### config.mk
export PLATFORM = sky130hd
export DESIGN_NAME = spi_flash_read_master_flat
export DESIGN_NICKNAME = d
export VERILOG_FILES = /design/src/rtl/spi_flash_read_master_if.sv /design/src/rtl/spi_flash_read_master.sv /design/src/flat_wrapper.sv
export SDC_FILE = /design/constraint.sdc
export NUM_CORES = 1
export LEC_CHECK = 0
export BUFFER_PORTS_ARGS = -buffer_cell sky130_fd_sc_hd__buf_2
export CAP_MARGIN = 20
export CORE_ASPECT_RATIO = 0.75
export CORE_MARGIN = 1
export CORE_UTILIZATION = 40
export CTS_BUF_LIST = sky130_fd_sc_hd__clkbuf_4 sky130_fd_sc_hd__clkbuf_8 sky130_fd_sc_hd__clkbuf_16
export DETAILED_ROUTE_END_ITERATION = 12
export SKIP_LAST_GASP = 1
export SYNTH_ARGS = -nofsm -noshare
export SYNTH_HDL_FRONTEND = slang
export SYNTH_SLANG_ARGS = --single-unit
### constraint.sdc
create_clock -name clk -period 2.6 [get_ports clk]
set_input_delay 0.26 -clock clk [delete_from_list [all_inputs] [get_ports clk]]
set_output_delay 0.26 -clock clk [all_outputs]
set_load 0.01 [all_outputs]
### src/rtl/spi_flash_read_master_if.sv
// Boot-side request/response signals plus the SPI pins of the flash read master.
interface spi_flash_read_master_if #(
  parameter int unsigned LEN_W = 16
);
  logic             start;
  logic [23:0]      addr;
  logic [LEN_W-1:0] len;
  logic             SCK;
  logic             CSbar;
  logic             DI;
  logic             DO;
  logic [7:0]       data_out;
  logic             data_valid;
  logic             busy;
  logic             done;

  modport master (
    input  start, addr, len, DO,
    output SCK, CSbar, DI, data_out, data_valid, busy, done
  );

  modport slave (
    output start, addr, len, DO,
    input  SCK, CSbar, DI, data_out, data_valid, busy, done
  );
endinterface

### src/rtl/spi_flash_read_master.sv
// SPI mode-0 master issuing READ (0x03 + 24-bit address) and streaming len bytes
// back to the loader one strobe per byte.
module spi_flash_read_master #(
  parameter int unsigned CLK_DIV = 2,
  parameter int unsigned CS_GAP  = 8,
  parameter int unsigned LEN_W   = 16
) (
  input  logic                    clk,
  input  logic                    rst_n,
  spi_flash_read_master_if.master bus
);

  localparam int unsigned TW = (CLK_DIV > 1) ? $clog2(CLK_DIV) : 1;
  localparam int unsigned GW = $clog2(CS_GAP + 1);
  localparam logic [7:0] CMD_READ = 8'h03;

  typedef enum logic [2:0] {
    S_IDLE, S_SETUP, S_CMD, S_DATA, S_END, S_GAP
  } state_e;

  state_e           state_q, state_d;
  logic [TW-1:0]    timer_q, timer_d;
  logic [GW-1:0]    gap_q, gap_d;
  logic [31:0]      tx_q, tx_d;
  logic [6:0]       rx_q, rx_d;
  logic [4:0]       bit_cnt_q, bit_cnt_d;
  logic [LEN_W-1:0] byte_cnt_q, byte_cnt_d;
  logic             sck_q, sck_d;
  logic             cs_n_q, cs_n_d;
  logic             di_q, di_d;
  logic [7:0]       data_out_q, data_out_d;
  logic             valid_q, valid_d;
  logic             busy_q, busy_d;
  logic             done_q, done_d;
  logic             tick;

  assign tick = (timer_q == TW'(CLK_DIV - 1));

  // Next-state: every SCK edge happens on a half-period tick.
  always_comb begin
    state_d    = state_q;
    timer_d    = timer_q;
    gap_d      = gap_q;
    tx_d       = tx_q;
    rx_d       = rx_q;
    bit_cnt_d  = bit_cnt_q;
    byte_cnt_d = byte_cnt_q;
    sck_d      = sck_q;
    cs_n_d     = cs_n_q;
    di_d       = di_q;
    data_out_d = data_out_q;
    valid_d    = 1'b0;
    busy_d     = busy_q;
    done_d     = 1'b0;

    if (state_q inside {S_SETUP, S_CMD, S_DATA, S_END}) begin
      timer_d = tick ? '0 : timer_q + TW'(1);
    end

    case (state_q)
      S_IDLE: begin
        timer_d = '0;
        if (bus.start && (bus.len != '0)) begin
          state_d    = S_SETUP;
          tx_d       = {CMD_READ, bus.addr};
          byte_cnt_d = bus.len;
          bit_cnt_d  = '0;
          busy_d     = 1'b1;
          cs_n_d     = 1'b0;
          di_d       = CMD_READ[7];
        end
      end
      S_SETUP: begin
        if (tick) begin
          sck_d   = 1'b1;
          state_d = S_CMD;
        end
      end
      S_CMD: begin
        if (tick) begin
          if (!sck_q) begin
            sck_d = 1'b1;
          end else begin
            sck_d     = 1'b0;
            bit_cnt_d = bit_cnt_q + 5'd1;
            if (bit_cnt_q == 5'd31) begin
              di_d      = 1'b0;
              bit_cnt_d = '0;
              state_d   = S_DATA;
            end else begin
              tx_d = {tx_q[30:0], tx_q[31]};
              di_d = tx_q[30];
            end
          end
        end
      end
      S_DATA: begin
        if (tick) begin
          if (!sck_q) begin
            // DO has been stable since the previous falling edge.
            sck_d     = 1'b1;
            rx_d      = {rx_q[5:0], bus.DO};
            bit_cnt_d = bit_cnt_q + 5'd1;
            if (bit_cnt_q == 5'd7) begin
              bit_cnt_d  = '0;
              data_out_d = {rx_q, bus.DO};
              valid_d    = 1'b1;
              byte_cnt_d = byte_cnt_q - LEN_W'(1);
            end
          end else begin
            sck_d = 1'b0;
            if (byte_cnt_q == '0) state_d = S_END;
          end
        end
      end
      S_END: begin
        if (tick) begin
          cs_n_d  = 1'b1;
          gap_d   = '0;
          state_d = S_GAP;
        end
      end
      S_GAP: begin
        if (gap_q == GW'(CS_GAP - 1)) begin
          done_d  = 1'b1;
          busy_d  = 1'b0;
          state_d = S_IDLE;
        end else begin
          gap_d = gap_q + GW'(1);
        end
      end
      default: state_d = S_IDLE;
    endcase
  end

  always_ff @(posedge clk or negedge rst_n) begin
    if (!rst_n) begin
      state_q    <= S_IDLE;
      timer_q    <= '0;
      gap_q      <= '0;
      tx_q       <= '0;
      rx_q       <= '0;
      bit_cnt_q  <= '0;
      byte_cnt_q <= '0;
      sck_q      <= 1'b0;
      cs_n_q     <= 1'b1;
      di_q       <= 1'b0;
      data_out_q <= '0;
      valid_q    <= 1'b0;
      busy_q     <= 1'b0;
      done_q     <= 1'b0;
    end else begin
      state_q    <= state_d;
      timer_q    <= timer_d;
      gap_q      <= gap_d;
      tx_q       <= tx_d;
      rx_q       <= rx_d;
      bit_cnt_q  <= bit_cnt_d;
      byte_cnt_q <= byte_cnt_d;
      sck_q      <= sck_d;
      cs_n_q     <= cs_n_d;
      di_q       <= di_d;
      data_out_q <= data_out_d;
      valid_q    <= valid_d;
      busy_q     <= busy_d;
      done_q     <= done_d;
    end
  end

  assign bus.SCK        = sck_q;
  assign bus.CSbar      = cs_n_q;
  assign bus.DI         = di_q;
  assign bus.data_out   = data_out_q;
  assign bus.data_valid = valid_q;
  assign bus.busy       = busy_q;
  assign bus.done       = done_q;

endmodule

### src/flat_wrapper.sv
// flat-port wrapper written by rule: the top's interface ports become plain ports
module spi_flash_read_master_flat 
#(
  parameter int unsigned CLK_DIV = 2,
  parameter int unsigned CS_GAP  = 8,
  parameter int unsigned LEN_W   = 16
)
  (clk, rst_n, bus_start, bus_addr, bus_len, bus_DO, bus_SCK, bus_CSbar, bus_DI, bus_data_out, bus_data_valid, bus_busy, bus_done);
  spi_flash_read_master_if #(.LEN_W(LEN_W)) bus_i ();
  input  logic clk;
  input  logic rst_n;
  input wire logic [$bits(bus_i.start)-1:0] bus_start;
  input wire logic [$bits(bus_i.addr)-1:0] bus_addr;
  input wire logic [$bits(bus_i.len)-1:0] bus_len;
  input wire logic [$bits(bus_i.DO)-1:0] bus_DO;
  output wire logic [$bits(bus_i.SCK)-1:0] bus_SCK;
  output wire logic [$bits(bus_i.CSbar)-1:0] bus_CSbar;
  output wire logic [$bits(bus_i.DI)-1:0] bus_DI;
  output wire logic [$bits(bus_i.data_out)-1:0] bus_data_out;
  output wire logic [$bits(bus_i.data_valid)-1:0] bus_data_valid;
  output wire logic [$bits(bus_i.busy)-1:0] bus_busy;
  output wire logic [$bits(bus_i.done)-1:0] bus_done;
  assign bus_i.start = bus_start;
  assign bus_i.addr = bus_addr;
  assign bus_i.len = bus_len;
  assign bus_i.DO = bus_DO;
  assign bus_SCK = bus_i.SCK;
  assign bus_CSbar = bus_i.CSbar;
  assign bus_DI = bus_i.DI;
  assign bus_data_out = bus_i.data_out;
  assign bus_data_valid = bus_i.data_valid;
  assign bus_busy = bus_i.busy;
  assign bus_done = bus_i.done;
  spi_flash_read_master #(.CLK_DIV(CLK_DIV), .CS_GAP(CS_GAP), .LEN_W(LEN_W)) u_core (.clk(clk), .rst_n(rst_n), .bus(bus_i));
endmodule
### Yosys cells after proc, flatten, opt, wreduce, memory -nomap -nowiden

Cells that the tools add are included.

| operators by class | value |
|---|---|
| add/sub/neg operators | 4 |
| equality and inequality tests | 23 |
| mux-type cells | 54 |
| bitwise operators | 1 |
| reduce and logical (&&, ||, !) cells | 25 |

Operator list:

| cell | count |
|---|---|
| 2-to-1 mux 32 bit | 4 |
| 2-to-1 mux 16 bit | 4 |
| case mux 32 bit (2 select lines) | 1 |
| 2-to-1 mux 5 bit | 7 |
| case mux 16 bit (2 select lines) | 1 |
| 2-to-1 mux 3 bit | 10 |
| 2-to-1 mux 1 bit | 18 |
| inequality test 2 x 1 -> 1 bit (second input constant) | 9 |
| case mux 3 bit (6 select lines) | 1 |
| logical NOT 16 bit | 1 |
| nonzero test 16 bit | 1 |
| subtractor 16 x 1 -> 16 bit (second input constant) | 1 |
| case mux 5 bit (3 select lines) | 1 |
| AND reduction 3 bit | 5 |
| nonzero test 2 bit | 7 |
| inequality test 2 bit (second input constant) | 6 |
| AND reduction 10 bit | 1 |
| AND reduction 5 bit | 2 |
| 2-to-1 mux 4 bit | 2 |
| case mux 1 bit (2 select lines) | 4 |
| case mux 4 bit (2 select lines) | 1 |
| AND reduction 4 bit | 2 |
| == test 3 x 2 -> 1 bit (second input constant) | 2 |
| == test 3 bit (second input constant) | 2 |
| other kinds (14) | 14 |

| word-level totals | value |
|---|---|
| register bits after elaboration | 82 |
| bits of input ports | 44 |
| output and inout bits | 14 |
| logic and storage cells | 121 |

### Depth between registers and ports, before layout

Gate-level depths: netlist (run 1).

| logic depth | value |
|---|---|
| depth after elaboration | 5 |
| mapped depth | 9 |
| mapped depth without buffers | 7 |

### Worst setup path before layout (run 1)

No wires, ideal clock.

| timing | value |
|---|---|
| path type | register -> register |
| start | reg u_core.bit_cnt_q[0] |
| end | reg u_core.bit_cnt_q[3] |
| setup time | 0.069 ns |
| data arrival time | 1.873 ns |
| required time | 2.531 ns |
| slack | 0.658 ns |
| stages on the path, launching flop included | 8 |
| buffers on the path | 0 |
| clock period less this slack | 1.942 ns |
| path through | dfrtp_1 -> ha_1 -> and3_1 -> ha_1 -> a21oi_1 -> nand2_1 -> or4_1 -> nand3_1 |

| on the way | value |
|---|---|
| cells in the longest elaborated chain, start to end | 5 |
| elaborated cells between the ends (all ways) | 10 |
| those cells by class | 1 x add/sub; 2 x eq/ne; 7 x mux |

Ends and longest elaborated chain:

| element | RTL line | RTL |
|---|---|---|
| from (decl) | spi_flash_read_master.sv:26 | `logic [4:0] bit_cnt_q, bit_cnt_d;` |
| from (signal assigned) | spi_flash_read_master.sv:158 | `bit_cnt_q <= bit_cnt_d;` |
| adder 5 x 1 -> 5 bit (tied with other cells) | spi_flash_read_master.sv:85, spi_flash_read_master.sv:103 |  |
| 2-to-1 mux 5 bit (on tied branches) | spi_flash_read_master.sv:104, spi_flash_read_master.sv:86 |  |
| 2-to-1 mux 5 bit (on tied branches) | spi_flash_read_master.sv:99, spi_flash_read_master.sv:81 |  |
| 2-to-1 mux 5 bit (on tied branches) | spi_flash_read_master.sv:98, spi_flash_read_master.sv:80 |  |
| case mux 5 bit (3 select lines) (*) | spi_flash_read_master.sv:60 | `case (state_q)` |

Mark *: on every way between the ends. The rest lies on a longest branch, timed or not. The select of a mux whose other input is x is not followed.
A chain may end at the register's enable or synchronous reset.

### Worst setup path after layout (run 1)

| timing | value |
|---|---|
| start | reg u_core.byte_cnt_q[0] |
| end | reg u_core.state_q[0] |

| on the way | value |
|---|---|
| cells in the longest elaborated chain, start to end | 3 |

Ends and longest elaborated chain:

| element | RTL line | RTL |
|---|---|---|
| from (decl) | spi_flash_read_master.sv:27 | `logic [LEN_W-1:0] byte_cnt_q, byte_cnt_d;` |
| from (signal assigned) | spi_flash_read_master.sv:159 | `byte_cnt_q <= byte_cnt_d;` |
| logical NOT 16 bit | spi_flash_read_master.sv:112 | `if (byte_cnt_q == '0) state_d = S_END;` |
| inequality test 2 bit (no line) | n/a |  |
| AND reduction 10 bit (no line) | n/a |  |
| to (signal assigned) | spi_flash_read_master.sv:153 | `state_q <= state_d;` |
| to (decl) | spi_flash_read_master.sv:21 | `state_e state_q, state_d;` |

Every way passes these cells.

==> implementation parameters, run 1 <==
Parameter                              Value

Outcome
  Run status    complete, no violations

Route
  Antenna Violating Nets Remaining    0
  Routed length per instance    13.7 µm
  Number of iterations in the first detailed-routing pass    4
  Drc violations    0
  Via density per instance    5.33
  Iter 0 DRT Violations    ~290
  Routed Wire Length    8420 µm
  Total number of vias    between 3000 and 4000

CTS
  Deepest level of the CTS H-tree    3
  Clock tree root driver cell    sky130_fd_sc_hd__clkbuf_16
  CTS hold repair buffers    1
  Number of buffers inserted during clock tree synthesis    9
  Sink Count    82
  Gates resized, CTS repair    0
  Number of buffers on the longest clock path    2
  Worst-path clk slew    60 ps
  Clock tree from TritonCTS    built
  Post-CTS Setup Bufs    0
  Clock latency at the later pin of the worst-skew pair    340 ps

STA
  Sum of negative setup slack    0 ps
  Headroom to the max-slew limit    between 50% and 60%
  Post-Route Skew    between 8 and 9 ps
  Fin crit period    roughly 2200 ps
  Worst setup margin    445 ps
  Number of hold-slack violations in the final timing report    0
  Ratio of final minimum period to clock period    just over 80%
  Unrepaired setup endpoints after global routing    no
  Total count of max-transition violations in the final report    0
  Actual slew at the worst max-slew pin    619 ps
  Maximum achievable frequency    ~460 MHz
  Final count of negative-setup-slack endpoints    0

Global route
  Number of global-route vias before repair    about 2900
  Maximum number of pins on one net before global-route repair    slightly above 50
  Number of antenna violations at the first check in global routing    0
  First-pass GRT wire length    about 14000 µm
  Overall track demand over capacity in global routing    roughly 17%
  Global-route congestion overflow total    0

Yosys
  Most used flip-flop cell after synthesis    sky130_fd_sc_hd__dfrtp_1
  Yosys warnings    0
  Mean cell area of the mapped netlist    roughly 9.7 µm²
  Number of library cell types mapped by synthesis    55
  Count of flip-flops with a built-in enable after synthesis    0
  Synth Instances    between 400 and 500
  Share of synthesized area occupied by flip-flops and latches    roughly half
  Net count of the mapped netlist    469
  Flip-flop and latch count after synthesis    82
  FFs w/ async S/R, synth    100%
  Summed instance area of the synthesized netlist    approximately 4100 µm²

Power and ir drop
  Power per standard cell area    between 1000 and 1500 nW/µm²
  Final total power    roughly 5.1 mW
  Highest ir drop seen on vdd    roughly 0.00042 V
  Leak    2.29 nW

Floorplan
  Num rows    31
  Placeable Area    ~9800 µm²
  Ports placed on the boundary    between 50 and 60
  Effective utilization at floorplan    roughly two fifths
  DIE AREA    between 10000 and 15000 µm²
  Die extent in x    119 µm
  Overall die height    89.5 µm

Placed design
  Global placement routability congestion    ~0.8
  Setup Slack @ Placement    468 ps
  Number of buffers added on ports    57
  HPWL after detailed placement    around 6000 µm

Critical path
  Required time worst endpoint    2810 ps
  Delay contributed by the slowest stage of the critical path    roughly 460 ps
  Endpoint kind of the worst setup timing path    flip-flop
  Critical path class    flip-flop to flip-flop
  Arr. time, crit path    2370 ps
  Critical-path cell list    inv_1 > ha_1 > nor3b_4 > nand3_1 > nor4b_2 > a211oi_1 > a211o_1
  Largest fanout of any net on the critical path    8
  WP buf/inv    1
  Cell with the largest stage delay on the worst path    sky130_fd_sc_hd__nor4b_2
  Startpoint types    flip-flop
  Cell family contributing the most delay on the critical path    simple AND/OR/NAND/NOR gates

Min path
  Type of the most critical hold path    input pin to flip-flop

Final layout
  Fillers    ~940
  Number of antenna repair diodes    0
  Top library cells by usage in the layout, fill and taps aside    sky130_fd_sc_hd__dfrtp_1 (81), sky130_fd_sc_hd__nand2_1 (64), sky130_fd_sc_hd__o21ai_0 (61), sky130_fd_sc_hd__buf_2 (56), sky130_fd_sc_hd__mux2i_1 (25)
  Synth-to-Final Area Change    18.2%
  Most frequent standard cell in the layout excluding fill and tap cells    sky130_fd_sc_hd__dfrtp_1
  Share of post-route cells with drive strength above 1    between 20% and 30%
  Net count of the finished layout    around 520

Flow run
  Maxcap violations    0
==> flip-flops by register name (all words and copies together), names as in the netlist <==
register	count
u_core.bit_cnt_q	5
u_core.bus.CSbar	1
u_core.bus.DI	1
u_core.bus.SCK	1
u_core.bus.busy	1
u_core.bus.data_out	8
u_core.bus.data_valid	1
u_core.bus.done	1
u_core.byte_cnt_q	16
u_core.gap_q	4
u_core.rx_q	7
u_core.state_q	3
u_core.tick	1
u_core.tx_q	32
==> worst reg2reg max path: stages, from the launching register on <==
cell                       delay [ps]
sky130_fd_sc_hd__dfrtp_1          390
sky130_fd_sc_hd__inv_1            100
sky130_fd_sc_hd__ha_1             190
sky130_fd_sc_hd__nor3b_4          220
sky130_fd_sc_hd__nand3_1          310
sky130_fd_sc_hd__nor4b_2          460
sky130_fd_sc_hd__a211oi_1         130
sky130_fd_sc_hd__a211o_1          240
==> power by group <==
group          leakage, nW  switching (mW)  internal [mW]
combinational         1.11           0.986          0.780
sequential            1.03           0.350           1.72
clock                0.145           0.490          0.747
total                 2.29            1.83           3.25
==> layout make-up <==
class | instances | area (µm²) | share of cell area (%)
Tap cell | 132 | 165 | 3.42
Sequential cell | 82 | 2050 | 42.5
Clock buffer | 10 | 233 | 4.82
Timing Repair Buffer | 68 | 398 | 8.24
Clock inverter | 6 | 57.6 | 1.19
Multi-Input combinational cell | 305 | 1880 | 39.0
Inverter | 10 | 37.5 | 0.777
==> metrics by stage <==
step | util (%) | hold slack (ps) | cell area, µm² | std cells
global placement | 46.3 | 235 | 4530 | 596
floorplan | - | -35.6 | 4090 | 421
CTS | 49.4 | 155 | 4830 | 613
finish | 49.4 | 169 | 4830 | 613
detailed placement | 46.3 | 237 | 4530 | 596
global route | 49.4 | 164 | 4830 | 613
==> logic make-up (layout without fill, tap and decap cells) <==
family	after synthesis	after routing	share of synthesized area, %
adders and majority gates	4	4	1.22
and+or+nand+nor	144	144	17.5
AOI/OAI and AO/OA	116	116	16.8
muxes	40	40	10.3
xor gates and xnor gates	1	1	0.214
DFF	82	82	50.2
buffers and inverters	34	94	3.83
==> synthesized netlist by cell type, types with 8 or more instances <==
library cell	instances	area share (%)
sky130_fd_sc_hd__mux2_2	15	4.1
sky130_fd_sc_hd__clkbuf_1	8	0.73
sky130_fd_sc_hd__nor3_1	14	1.7
sky130_fd_sc_hd__inv_1	9	0.83
sky130_fd_sc_hd__buf_2	11	1.3
sky130_fd_sc_hd__dfrtp_1	81	50
sky130_fd_sc_hd__nand2_1	64	5.9
sky130_fd_sc_hd__nor2_1	17	1.6
sky130_fd_sc_hd__o21ai_0	61	7.5
sky130_fd_sc_hd__nand3_1	14	1.7
sky130_fd_sc_hd__mux2i_1	25	6.1
sky130_fd_sc_hd__a21oi_1	21	2.6
==> layer usage <==
metal	part of all wire (%)	vias up	track usage [%]
met2	45	72	25.3
met1	49	1558	24.1
met3	4.8	8	4.78
met5	0	-	0
met4	0.97	0	5.18
li1	-	1629	-
==> final timing paths <==
path                                       from                     end  slack (ps)  cells past startpoint
max in group asynchronous                 rst_n        u_core.bus.CSbar        1520                      3
hold / removal                           bus_DO  u_core.bus.data_out[0]         170                      2
setup reg to reg           u_core.byte_cnt_q[0]       u_core.state_q[0]         450                      7
min in group asynchronous                 rst_n  u_core.bus.data_out[6]         410                      2
setup / recovery           u_core.byte_cnt_q[0]       u_core.state_q[0]         450                      7
hold reg to reg                 u_core.tx_q[31]         u_core.tx_q[31]         470                      2
Note: power is estimated with default switching activity, not from simulation.
==> run 2: changes to the inputs <==
==> constraint.sdc (replaced) <==
create_clock -name clk -period 1.7 [get_ports clk]
set_input_delay 0.17 -clock clk [delete_from_list [all_inputs] [get_ports clk]]
set_output_delay 0.17 -clock clk [all_outputs]
set_load 0.01 [all_outputs]
==> implementation parameters, run 2 (synthesis gave the netlist of run 1 again) <==
Parameter                              Value

Outcome
  Run status    complete, but fails checks
  Failing checks    setup timing

STA
  Fin crit period    1880 ps (-271 ps)
  Ratio of final minimum period to clock period    111% (+28 points)
  Post-Route Skew    11.0 ps (+2.49 ps)
  Unrepaired setup endpoints after global routing    yes
  Sum of negative setup slack    -5100 ps (-5100 ps)
  Headroom to the max-slew limit    70.8% (+12 points)
  Final count of negative-setup-slack endpoints    38 (+38)
  Total count of max-transition violations in the final report    0 (unchanged)
  Worst setup margin    -184 ps (-629 ps)
  Number of hold-slack violations in the final timing report    0 (unchanged)
  Actual slew at the worst max-slew pin    438 ps (-182 ps)
  Maximum achievable frequency    531 MHz (+14%)

CTS
  Clock tree from TritonCTS    built
  Number of buffers on the longest clock path    2 (unchanged)
  Deepest level of the CTS H-tree    3 (unchanged)
  Worst-path clk slew    70 ps (about the same)
  Clock latency at the later pin of the worst-skew pair    350 ps (about the same)
  Number of buffers inserted during clock tree synthesis    9 (unchanged)
  Clock tree root driver cell    sky130_fd_sc_hd__clkbuf_16
  Sink Count    82 (unchanged)

Route
  Number of iterations in the first detailed-routing pass    4 (unchanged)
  Routed Wire Length    9900 µm (+18%)
  Antenna Violating Nets Remaining    0 (unchanged)
  Total number of vias    3531 (+8.1%)
  Via density per instance    5.19 (-2.7%)
  Iter 0 DRT Violations    210 (-28%)
  Drc violations    0 (unchanged)
  Routed length per instance    14.5 µm (+5.9%)

Global route
  Overall track demand over capacity in global routing    18.8% (+1.8 points)
  Maximum number of pins on one net before global-route repair    53 (+3.9%)
  First-pass GRT wire length    15800 µm (+11%)
  Global-route congestion overflow total    0 (unchanged)
  Number of antenna violations at the first check in global routing    0 (unchanged)
  Number of global-route vias before repair    3257 (+12%)

Critical path
  Critical-path cell list    ha_4 > and3_4 > ha_4 > nor3_2 > buf_4 > a21oi_4 > clkbuf_16 > o21ai_0
  Largest fanout of any net on the critical path    26 (+18)
  Critical path class    flip-flop to flip-flop
  Worst R2R Path Depth    8 (+1)
  Reg-to-reg startpoint    u_core.bit_cnt_q[0]
  Startpoint types    flip-flop
  Cell family contributing the most delay on the critical path    flip-flops
  Endpoint kind of the worst setup timing path    flip-flop
  Required time worst endpoint    1910 ps (-900 ps)
  Delay contributed by the slowest stage of the critical path    410 ps (-50 ps)
  Arr. time, crit path    2100 ps (-270 ps)
  Dominant cell type by count on the critical path    sky130_fd_sc_hd__ha_4
  Reg2Reg Capture Point    u_core.tx_q[1]
  Cell with the largest stage delay on the worst path    sky130_fd_sc_hd__dfrtp_1
  Critical Path Stages    8 (+1)
  Reg-to-reg slack, setup    -180 ps (-630 ps)
  WP buf/inv    2 (+1)

Min path
  Type of the most critical hold path    input pin to flip-flop
  Critical hold path startpoint    bus_DO
  Worst hold path cell count    2 (unchanged)
  Worst min-delay path endpoint    u_core.bus.data_out[0]

Flow run
  Maxcap violations    0 (unchanged)

Power and ir drop
  Leak    2.69 nW (+17%)
  Highest ir drop seen on vdd    0.000621 V (+47%)
  Power per standard cell area    1570 nW/µm² (+49%)

Floorplan
  Overall die height    89.5 µm (unchanged)
  DIE AREA    10600 µm² (unchanged)
  Die extent in x    119 µm (unchanged)
  Num rows    31 (unchanged)
  Effective utilization at floorplan    41.8% (unchanged)
  Placeable Area    9770 µm² (unchanged)
  Ports placed on the boundary    58 (unchanged)

Placed design
  Number of buffers added on ports    57 (unchanged)
  Global placement routability congestion    0.844 (+4.3%)
  Setup Slack @ Placement    -181 ps (-649 ps)
  HPWL after detailed placement    6670 µm (+12%)

Final layout
  Synth-to-Final Area Change    38.5%
  Number of antenna repair diodes    0 (unchanged)
  Net count of the finished layout    592 (+13%)
  Register name with the most flops    u_core.tx_q
  Share of post-route cells with drive strength above 1    37.0% (+15 points)
  Most frequent standard cell in the layout excluding fill and tap cells    sky130_fd_sc_hd__dfrtp_1
  Fillers    870 (-7.6%)
  Fin util    57.9% (+8.5 points)
  Top library cells by usage in the layout, fill and taps aside    sky130_fd_sc_hd__dfrtp_1 (81), sky130_fd_sc_hd__buf_4 (68), sky130_fd_sc_hd__nand2_1 (62), sky130_fd_sc_hd__buf_2 (56), sky130_fd_sc_hd__o21ai_0 (45)
  Flip-flop count of the largest register, all copies and words added    32 (unchanged)
-- run 2: cell types whose count changed in the layout (fill, tap and decap cells not counted), sizes merged --
cell    change
inv         +5
buf        +66
clkinv      -3
bufinv      -1
clkbuf      +1
-- run 2: metal layers --
metal	wire length, µm	track usage (%)	vias to the layer above
met5	0	0	-
met4	101	4.60	0
met2	4420	29.0	58
met3	391	5.55	8
li1	-	-	1758
met1	5000	26.2	1707
-- run 2: area by class of cell --
type	instances	area, µm²	share of cell area [%]
multi-input cells	305	2120	37.5
flip-flops and latches	82	2050	36.3
repair buffers	136	1000	17.7
clock buffers	9	225	3.98
well taps	132	165	2.92
clock inverters	7	58.8	1.04
inverters	10	37.5	0.663
-- run 2: timing repair --
item / in CTS / in global routing
hold endpoints to repair: 28 / 0
hold buffers: 1 / 0
pin swaps: 10 / 12
gates resized for setup: 14 / 41
cloned: 0 / 2
setup endpoints to repair: 61 / 70
buffers inserted: 4 / 5
-- run 2: worst max-delay path by stage --
stage,endpoint,startpoint
2_1_floorplan,u_core.state_q[0],u_core.bit_cnt_q[0]
3_3_place_gp,u_core.bit_cnt_q[3],u_core.bit_cnt_q[1]
3_5_place_dp,u_core.bit_cnt_q[3],u_core.bit_cnt_q[1]
4_1_cts,u_core.state_q[0],u_core.bit_cnt_q[0]
5_1_grt,u_core.tx_q[15],u_core.bit_cnt_q[0]
6_report,u_core.tx_q[1],u_core.bit_cnt_q[0]
-- run 2: stage by stage --
step,cell area [µm²],hold slack [ps],std cells,total power [mW]
floorplan,4150,-126,421,5.35
global placement,5040,146,653,6.41
detailed placement,5040,145,653,6.52
CTS,5420,54.4,674,8.56
global route,5660,66.8,681,9.50
finish,5660,68.9,681,8.88
-- run 2: worst reg2reg max path: cells and delay by family, from the launching register on --
| kind | cells | cell delay [ps] |
|---|---|---|
| DFF | 1 | 410 |
| buffers and inverters | 2 | 390 |
| and+or+nand+nor | 2 | 240 |
| adders and majority gates | 2 | 340 |
| AOI/OAI and AO/OA | 2 | 380 |
-- run 2: power breakdown --
part / switching, mW / internal (mW) / total (mW)
Sequential: 0.506 / 2.63 / 3.14
Combinational: 1.98 / 1.88 / 3.86
Clock: 0.864 / 1.02 / 1.88
